--- src/rtl/multicycle_ctrl.sv ---
// multicycle_ctrl
// ----------------
// Multi-cycle sequencer for the MIPS-subset datapath (add, sub, ori, lw, sw,
// beq, lui, jal, jr). It steps each instruction through FETCH, DECODE, EXEC,
// MEM and WB and drives the NPC, ALU, EXT, GRF and unified-memory strobes.
// Instruction fetch and data access share one memory through a req/ready
// handshake.
//
// Build option:
//   MC_CTRL_TIMEOUT_EN - when defined, a wait counter sends the block to TRAP
//                        once a FETCH or MEM request has waited MEM_WAIT_MAX
//                        cycles and ready is still low. When undefined, memory
//                        waits are unbounded and MEM_WAIT_MAX has no effect.
//
// Ports:
//   clk        - system clock, rising edge
//   reset_n    - asynchronous active-low reset; forces every output to 0
//   Instr      - IR contents (opcode [31:26], funct [5:0])
//   Zero       - ALU equality flag, used by beq in EXEC
//   mem_ready  - memory completes the current request this cycle
//   MemReq     - memory request
//   MemWe      - memory write enable, qualified by MemReq
//   IorD       - memory address select: 0 = PC, 1 = ALU result
//   IRWrite    - latch memory data into IR
//   PCWrite    - update PC from NPC
//   opNPC      - 000 PC+4, 001 branch, 010 jal target, 011 jr
//   opALU      - 000 add, 001 sub, 010 or, 011 lui
//   ALUsrc     - 1 = extended immediate is ALU operand B
//   opEXT      - 1 = sign-extend, 0 = zero-extend
//   RegWrite   - GRF write enable
//   RegSel     - 1 = rd destination, 0 = rt destination
//   isJAL      - write PC to $31
//   MemToReg   - GRF write data from memory data register
//   instr_done - one-cycle retirement pulse
//   trap       - sticky halt indicator
//   state      - current state, for debug

module multicycle_ctrl #(
    parameter int MEM_WAIT_MAX = 15
) (
    input  logic        clk,
    input  logic        reset_n,
    input  logic [31:0] Instr,
    input  logic        Zero,
    input  logic        mem_ready,
    output logic        MemReq,
    output logic        MemWe,
    output logic        IorD,
    output logic        IRWrite,
    output logic        PCWrite,
    output logic [2:0]  opNPC,
    output logic [2:0]  opALU,
    output logic        ALUsrc,
    output logic        opEXT,
    output logic        RegWrite,
    output logic        RegSel,
    output logic        isJAL,
    output logic        MemToReg,
    output logic        instr_done,
    output logic        trap,
    output logic [2:0]  state
);

    localparam logic [5:0] OP_RTYPE = 6'h00;
    localparam logic [5:0] OP_ORI   = 6'h0D;
    localparam logic [5:0] OP_LW    = 6'h23;
    localparam logic [5:0] OP_SW    = 6'h2B;
    localparam logic [5:0] OP_BEQ   = 6'h04;
    localparam logic [5:0] OP_LUI   = 6'h0F;
    localparam logic [5:0] OP_JAL   = 6'h03;
    localparam logic [5:0] FN_ADD   = 6'h20;
    localparam logic [5:0] FN_SUB   = 6'h22;
    localparam logic [5:0] FN_JR    = 6'h08;

    typedef enum logic [2:0] {
        FETCH  = 3'd0,
        DECODE = 3'd1,
        EXEC   = 3'd2,
        MEM    = 3'd3,
        WB     = 3'd4,
        TRAP   = 3'd7
    } CtrlState;

    typedef enum logic [3:0] {
        CLS_ADD,
        CLS_SUB,
        CLS_ORI,
        CLS_LW,
        CLS_SW,
        CLS_BEQ,
        CLS_LUI,
        CLS_JAL,
        CLS_JR,
        CLS_ILLEGAL
    } InstrClass;

    CtrlState  curState;
    CtrlState  nextState;
    InstrClass instrClass;
    logic [5:0] opcode;
    logic [5:0] funct;
    logic [2:0] aluOpSel;
    logic       aluSrcSel;
    logic       extSel;
    logic       waitLimit;
    logic       unusedInstrBits;

    assign opcode = Instr[31:26];
    assign funct  = Instr[5:0];

    // Register and immediate fields only matter to the datapath.
    assign unusedInstrBits = ^Instr[25:6];

`ifdef MC_CTRL_TIMEOUT_EN
    localparam int CW = (MEM_WAIT_MAX < 1) ? 1 : $clog2(MEM_WAIT_MAX + 1);

    logic [CW-1:0] waitCount;

    // Counts consecutive not-ready cycles of the current FETCH/MEM request.
    // It is zero whenever the block is outside those states, so every new
    // request starts counting from 0.
    always_ff @(posedge clk or negedge reset_n) begin
        if (!reset_n) begin
            waitCount <= '0;
        end else if ((curState == FETCH || curState == MEM) && !mem_ready &&
                     nextState == curState) begin
            waitCount <= waitCount + CW'(1);
        end else begin
            waitCount <= '0;
        end
    end

    assign waitLimit = (waitCount == CW'(MEM_WAIT_MAX));
`else
    // Without the timeout the limit is never reached and the parameter is
    // only kept so both builds share one interface.
    localparam int unusedWaitMax = MEM_WAIT_MAX;

    assign waitLimit = 1'b0;
`endif

    // Instruction classification; R-type is legal only for add, sub and jr.
    always_comb begin
        instrClass = CLS_ILLEGAL;
        case (opcode)
            OP_RTYPE: begin
                case (funct)
                    FN_ADD:  instrClass = CLS_ADD;
                    FN_SUB:  instrClass = CLS_SUB;
                    FN_JR:   instrClass = CLS_JR;
                    default: instrClass = CLS_ILLEGAL;
                endcase
            end
            OP_ORI:  instrClass = CLS_ORI;
            OP_LW:   instrClass = CLS_LW;
            OP_SW:   instrClass = CLS_SW;
            OP_BEQ:  instrClass = CLS_BEQ;
            OP_LUI:  instrClass = CLS_LUI;
            OP_JAL:  instrClass = CLS_JAL;
            default: instrClass = CLS_ILLEGAL;
        endcase
    end

    // ALU/EXT setup per instruction. It is driven in EXEC and kept through
    // MEM and WB so the ALU result stays valid for the address and the
    // register write-back without an ALUOut register.
    always_comb begin
        aluOpSel  = 3'b000;
        aluSrcSel = 1'b0;
        extSel    = 1'b0;
        case (instrClass)
            CLS_SUB: aluOpSel = 3'b001;
            CLS_ORI: begin
                aluOpSel  = 3'b010;
                aluSrcSel = 1'b1;
            end
            CLS_LUI: begin
                aluOpSel  = 3'b011;
                aluSrcSel = 1'b1;
            end
            CLS_LW, CLS_SW: begin
                aluSrcSel = 1'b1;
                extSel    = 1'b1;
            end
            CLS_BEQ: begin
                aluOpSel = 3'b001;
                extSel   = 1'b1;
            end
            default: aluOpSel = 3'b000;
        endcase
    end

    // State register.
    always_ff @(posedge clk or negedge reset_n) begin
        if (!reset_n) begin
            curState <= FETCH;
        end else begin
            curState <= nextState;
        end
    end

    // Next state and strobes. Everything is gated by reset_n so the outputs
    // read 0 for as long as reset is held, including the FETCH request.
    always_comb begin
        nextState  = curState;
        MemReq     = 1'b0;
        MemWe      = 1'b0;
        IorD       = 1'b0;
        IRWrite    = 1'b0;
        PCWrite    = 1'b0;
        opNPC      = 3'b000;
        opALU      = 3'b000;
        ALUsrc     = 1'b0;
        opEXT      = 1'b0;
        RegWrite   = 1'b0;
        RegSel     = 1'b0;
        isJAL      = 1'b0;
        MemToReg   = 1'b0;
        instr_done = 1'b0;
        trap       = 1'b0;
        state      = 3'b000;

        if (reset_n) begin
            state = curState;
            case (curState)
                FETCH: begin
                    MemReq = 1'b1;
                    if (mem_ready) begin
                        IRWrite   = 1'b1;
                        PCWrite   = 1'b1;
                        nextState = DECODE;
                    end else if (waitLimit) begin
                        nextState = TRAP;
                    end
                end

                // PC already holds old PC+4 here, which is what jal links.
                DECODE: begin
                    case (instrClass)
                        CLS_JAL: begin
                            PCWrite    = 1'b1;
                            opNPC      = 3'b010;
                            RegWrite   = 1'b1;
                            isJAL      = 1'b1;
                            instr_done = 1'b1;
                            nextState  = FETCH;
                        end
                        CLS_JR: begin
                            PCWrite    = 1'b1;
                            opNPC      = 3'b011;
                            instr_done = 1'b1;
                            nextState  = FETCH;
                        end
                        CLS_ILLEGAL: nextState = TRAP;
                        default:     nextState = EXEC;
                    endcase
                end

                EXEC: begin
                    opALU  = aluOpSel;
                    ALUsrc = aluSrcSel;
                    opEXT  = extSel;
                    case (instrClass)
                        CLS_ADD, CLS_SUB, CLS_ORI, CLS_LUI: nextState = WB;
                        CLS_LW, CLS_SW:                     nextState = MEM;
                        CLS_BEQ: begin
                            PCWrite    = Zero;
                            opNPC      = 3'b001;
                            instr_done = 1'b1;
                            nextState  = FETCH;
                        end
                        default: nextState = TRAP;
                    endcase
                end

                MEM: begin
                    opALU  = aluOpSel;
                    ALUsrc = aluSrcSel;
                    opEXT  = extSel;
                    MemReq = 1'b1;
                    IorD   = 1'b1;
                    MemWe  = (instrClass == CLS_SW);
                    if (mem_ready) begin
                        if (instrClass == CLS_SW) begin
                            instr_done = 1'b1;
                            nextState  = FETCH;
                        end else if (instrClass == CLS_LW) begin
                            nextState = WB;
                        end else begin
                            nextState = TRAP;
                        end
                    end else if (waitLimit) begin
                        nextState = TRAP;
                    end
                end

                WB: begin
                    opALU      = aluOpSel;
                    ALUsrc     = aluSrcSel;
                    opEXT      = extSel;
                    RegWrite   = 1'b1;
                    RegSel     = (instrClass == CLS_ADD) || (instrClass == CLS_SUB);
                    MemToReg   = (instrClass == CLS_LW);
                    instr_done = 1'b1;
                    nextState  = FETCH;
                end

                TRAP: begin
                    trap = 1'b1;
                end

                default: nextState = TRAP;
            endcase
        end
    end

endmodule

--- config.mk ---
export PLATFORM = sky130hd
export DESIGN_NAME = multicycle_ctrl
export DESIGN_NICKNAME = d
export VERILOG_FILES = /design/src/rtl/multicycle_ctrl.sv
export SDC_FILE = /design/constraint.sdc
export NUM_CORES = 1
export LEC_CHECK = 0
export ABC_AREA = 1
export CORE_AREA = 2 2 39 41
export DETAILED_ROUTE_END_ITERATION = 16
export DIE_AREA = 0 0 41 43
export DONT_BUFFER_PORTS = 1
export GPL_TIMING_DRIVEN = 1
export PLACE_DENSITY_LB_ADDON = 0.1
export SYNTH_ARGS = -nofsm -noshare
export SYNTH_HDL_FRONTEND = slang
export SYNTH_SLANG_ARGS = --single-unit
--- constraint.sdc ---
create_clock -name clk -period 2.3 [get_ports clk]
set_input_delay 0.23 -clock clk [delete_from_list [all_inputs] [get_ports clk]]
set_output_delay 0.23 -clock clk [all_outputs]
set_load 0.1 [all_outputs]
# Word level (Yosys, flattened, before mapping)
# Cells that the tools add are included.
# word_totals
wordCells,92
out_inout_bits,22
inputBits,36
ff_bits,3
# op_classes
n_reduce_logical,13
mux,52
bitwise_logic,1
n_eq_ne,25
# op_table
cell,count
$mux W1,33
$pmux W4 S7,1
$eq A6 B6 Y1 const B,4
$eq A6 B4 Y1 const B,3
$mux W3,6
$pmux W3 S6,1
$eq A4 B3 Y1 const B,4
$pmux W4 S3,1
$pmux W3 S3,1
$eq A4 B2 Y1 const B,2
$eq A4 B4 Y1 const B,2
$pmux W2 S2,2
$reduce_or A2 Y1,4
$reduce_or A4 Y1,2
$eq A3 B2 Y1 const B,2
$eq A3 B3 Y1 const B,2
$eq A6 B2 Y1 const B,1
$eq A6 B3 Y1 const B,1
$logic_not A6 Y1,1
$pmux W2 S3,1
$pmux W3 S2,1
$reduce_or A3 Y1,2
$eq A4 B1 Y1 const B,1
$logic_not A4 Y1,1
10 further kinds,12

# Longest topological paths before layout
# logic_depth
ltp_word,8
depth_mapped,15
ltp_nobuf,15

# Worst setup path before layout
# No wires, ideal clock.
# synth_path
path_type,reg-to-output
startpoint,reg curState[0]
endpoint,out opALU[0]
path_slack_ns,-1.142
path_stages_with_launch,6
t_arrival_ns,3.212
path_buffers,0
required_time_ns,2.070
cell_sequence,dfrtp_1 > nor3_1 > nor3_1 > nor2_1 > inv_1 > a211oi_1
# synth_via
elab_chain_cells,4
elab_cells_between_ends,6
classes_between,3 x eq/ne; 2 x mux; 1 x reduce/logical
# synth_lines
element,line_no,rtl
from (decl),97,CtrlState curState;
from (signal assigned),198,curState <= nextState;
$eq A3 B2 Y1 / $eq A3 B3 Y1 (equally long branches),225,case (curState)
$reduce_or A3 Y1 (no line) (*),--,
$mux W3 (*),225,
$mux W3 (*),223,if (reset_n) begin
to (decl),52,"output logic [2:0] opALU,"
# Every way passes the cells marked *; elsewhere a longest branch is shown, timed or not.

# Final worst setup path
# layout_path
startpoint,reg curState[1]
endpoint,out PCWrite
# layout_via
elab_chain_cells,3
elab_cells_between_ends,5
classes_between,2 x eq/ne; 2 x mux; 1 x reduce/logical
# layout_lines
element,line_no,rtl
"$eq A3 B2 Y1, or another cell as far along",225,
$pmux W1 S3 (*),225,
$mux W1 (*),223,
to (decl),50,"output logic PCWrite,"
# Marked as above.

==> run summary <==
Setup repair after global routing left no endpoint under its margin. The worst setup path is captured at an output pin. The layout cell share with drive strength beyond 1 is 0.337. From left edge to right edge, the die measures 41 um. The routed length per placed instance is 10.4 um.

The net load switching power came out at 0.378 mW. The internal portion of the total power is 0.226 mW. The post-synthesis cell count is 155. The number of standard-cell rows in the floorplan came out at 14. The data required time of the worst path is 2.07 ns. The first-pass GRT wire length is 3150 um. For this run, the total global-route usage over all layers was measured as 0.247.

The count of nets left with antenna violations after detail routing came out at 0. More flip-flops sit in one register than any other, and that register is curState. The core area came out at 1380 sq um. During synthesis, Yosys emitted a total of 0 warnings. The post-route minimum period is 2.13 ns. The worst register-to-register path begins at curState[0].

The number of placed cells counting well taps came out at 192. The starting utilization of the core area came out at 0.563. On the final layout, the worst clock skew is 0.00846 ns.

The source of the critical timing path is curState[1]. The signal on the critical path passes through inv_1 -> nand2_1 -> nor2_1 -> nand4_1 -> nand4_1 -> nand2_1 -> inv_1 -> buf_4. The register-to-register path setup slack came out at 0.63 ns. The number of nets in the finished design is 218.

The number of top-level pins is 58. The highest-delay cell along the critical path is dfrtp_1. The delay of the slowest cell on the worst path came out at 0.43 ns. The global-route congestion overflow total is 0. The average via count per standard cell is 5.14. The largest registers in the layout are curState (3). The number of antenna violations at the first check in global routing came out at 0.

The clock reaches the later pin of the worst-skew pair after 0.23 ns. The antenna diode count came out at 0. The die area came out at 1760 sq um. The analysis attributes to cell leakage a power of 0.591 nW. Max-cap violations in this run came to 0. The worst register-to-register path has a depth of 11. The H-tree depth came out at 1. The maximum clock path buffer count came out at 2.

The share of power burned in registers is 0.155. The worst slack at placement came out at 0.371 ns. In this run the mean area of a mapped cell was 5.03 sq um. The count of TritonRoute iterations in the first routing pass came out at 4. The type of the worst setup path is reg -> out. The maximum number of pins on one net before global-route repair came out at 9. The CTS buffer count came out at 3. The run finished with clean final reports. After detailed routing, the number of remaining DRC violations is 0. The total via count after detailed routing is 1,012. The final RePlAce weighted congestion is 0.806. The initial detailed-routing violation count came out at 9.

The die height is 43 um. The count of pins over their slew limit is 0. For this run, global-route usage on met1 was measured as 0.272. For this design, the sink count on the clock tree is 3. The total power divided by cell area came out at 553 nW/um^2. The final HPWL from detailed placement is 1700 um. After synthesis the netlist holds a flip-flop and latch count of 3.

The maximum clock frequency came out at 0.470 GHz. The final hold violation count is 0. The met2 capacity usage during global routing came out at 0.428. The number of buffers added on ports is 0. After clock tree synthesis, the clock-pin slew on the worst setup and hold paths is 0.04 ns. STA classifies the critical path startpoint as a register. The number of distinct standard cells referenced by the synthesized netlist came out at 22. The via count of the first global-routing pass was 864. The share of the clock period used by the worst path after layout came out at 0.926. In this run the clock root is driven by a clkbuf_4. The largest vdd supply drop came out at 268 uV. The total standard cell area after synthesis came out at 779 sq um.

The net switching share of the total power is 0.626. In this run the worst hold path is classified as in -> async. The worst register-to-register path ends at curState[1]. The busiest layer in global routing is met2. TritonCTS built the clock tree. Along the worst path, the maximum fanout reaches 6.

The post-layout instance count excluding filler cells is 197. The final hold slack came out at 0.252 ns. The data arrival at the endpoint of the critical path is 1.90 ns. The global routing met3 resource utilization is 0.0628. The final critical-path setup slack is 0.171 ns. The share of total power dissipated in the clock network is 0.153. The sum of routed wire length over all layers is 2040 um. Of the total power, combinational logic draws 0.692.

The post-CTS repair timing setup buffer count is 0. The flip-flop count of the largest register after layout is 3. The area growth from synthesis to layout is 40.1%. Setup violations remaining at the end of the flow were counted as 0. The sequential cell area fraction in the yosys report is 0.0963.
-- power groups by stage --
stage                     registers, mW  clock network [mW]  logic, mW
after floorplan                  0.0876                   0      0.341
after global placement           0.0917                   0      0.406
after detailed placement         0.0930                   0      0.412
after CTS                        0.0921              0.0933      0.416
after global routing             0.0965               0.105      0.448
final                            0.0939              0.0924      0.418
-- how the worst max path moves through the flow --
stage	to	slack, ns
2_1_floorplan	MemToReg	-0.49
3_3_place_gp	instr_done	0.42
3_5_place_dp	instr_done	0.37
4_1_cts	opALU[0]	0.15
5_1_grt	opALU[0]	0.02
6_report	PCWrite	0.17
-- metrics by stage --
stage	power, mW	setup TNS (ns)	utilization	area [sq um]
after floorplan	0.429	-1.40	-	810
after global placement	0.497	0	0.757	1050
after detailed placement	0.505	0	0.757	1050
after CTS	0.602	0	0.783	1080
after global routing	0.649	0	0.789	1090
final	0.605	0	0.789	1090
-- critical path: cells and delay by family, from the launching register on --
family	cells	cell delay (ns)
buffers and inverters	3	0.44
flip-flops	1	0.43
AND/OR/NAND/NOR	5	0.80
-- cell type report --
type	instances	area [sq um]
Multi-Input combinational cell	118	631
Fill cell	117	292
Timing Repair Buffer	23	216
Inverter	33	124
Sequential cell	3	75.1
Clock buffer	4	26.3
Tap cell	16	20.0
-- layer usage --
layer | vias to the layer above | share of wire
met2 | 28 | 0.54
met1 | 452 | 0.40
met4 | 0 | 0.017
li1 | 528 | -
met3 | 4 | 0.043
met5 | - | 0
-- cell families after synthesis --
family	after synthesis	synth area share
compound gates	11	0.0899
buf+inv	35	0.178
flops	3	0.0963
other cells	1	0.00481
simple gates	105	0.631
-- what timing repair did --
action	4_1_cts	5_1_grt
endpoints found under the setup margin	0	4
hold endpoints to repair	3	0
resized for setup	0	2
hold buffers	1	0
-- synthesized netlist by cell type --
master / count / area, sq um
a211oi_1: 1 / 7.51
nand2_2: 4 / 25.0
o211ai_1: 1 / 7.51
conb_1: 1 / 3.75
nor2_2: 8 / 50.1
buf_4: 2 / 15.0
nand2_1: 32 / 120
inv_2: 5 / 18.8
nor3_1: 6 / 30.0
nand3_1: 14 / 70.1
o211ai_2: 1 / 12.5
inv_1: 27 / 101
o21ai_1: 1 / 5.00
clkinv_1: 1 / 3.75
o21ai_0: 3 / 15.0
nor2_1: 32 / 120
dfrtp_1: 3 / 75.1
nor2_4: 2 / 22.5
nand2_4: 2 / 22.5
o21a_1: 1 / 7.51
nand4_1: 5 / 31.3
a21oi_1: 3 / 15.0
-- cell usage in the layout (no fill, tap or decap), types with 2 or more instances in the layout --
master / n
a21oi_2: 3
buf_12: 3
buf_4: 18
clkbuf_4: 3
conb_1: 2
dfrtp_1: 3
inv_1: 27
inv_2: 5
nand2_1: 32
nand2_2: 4
nand2_4: 2
nand3_1: 14
nand4_1: 5
nor2_1: 25
nor2_2: 15
nor2_4: 2
nor3_1: 4
o21ai_0: 2
No activity file was read; power rests on OpenSTA's default activity.
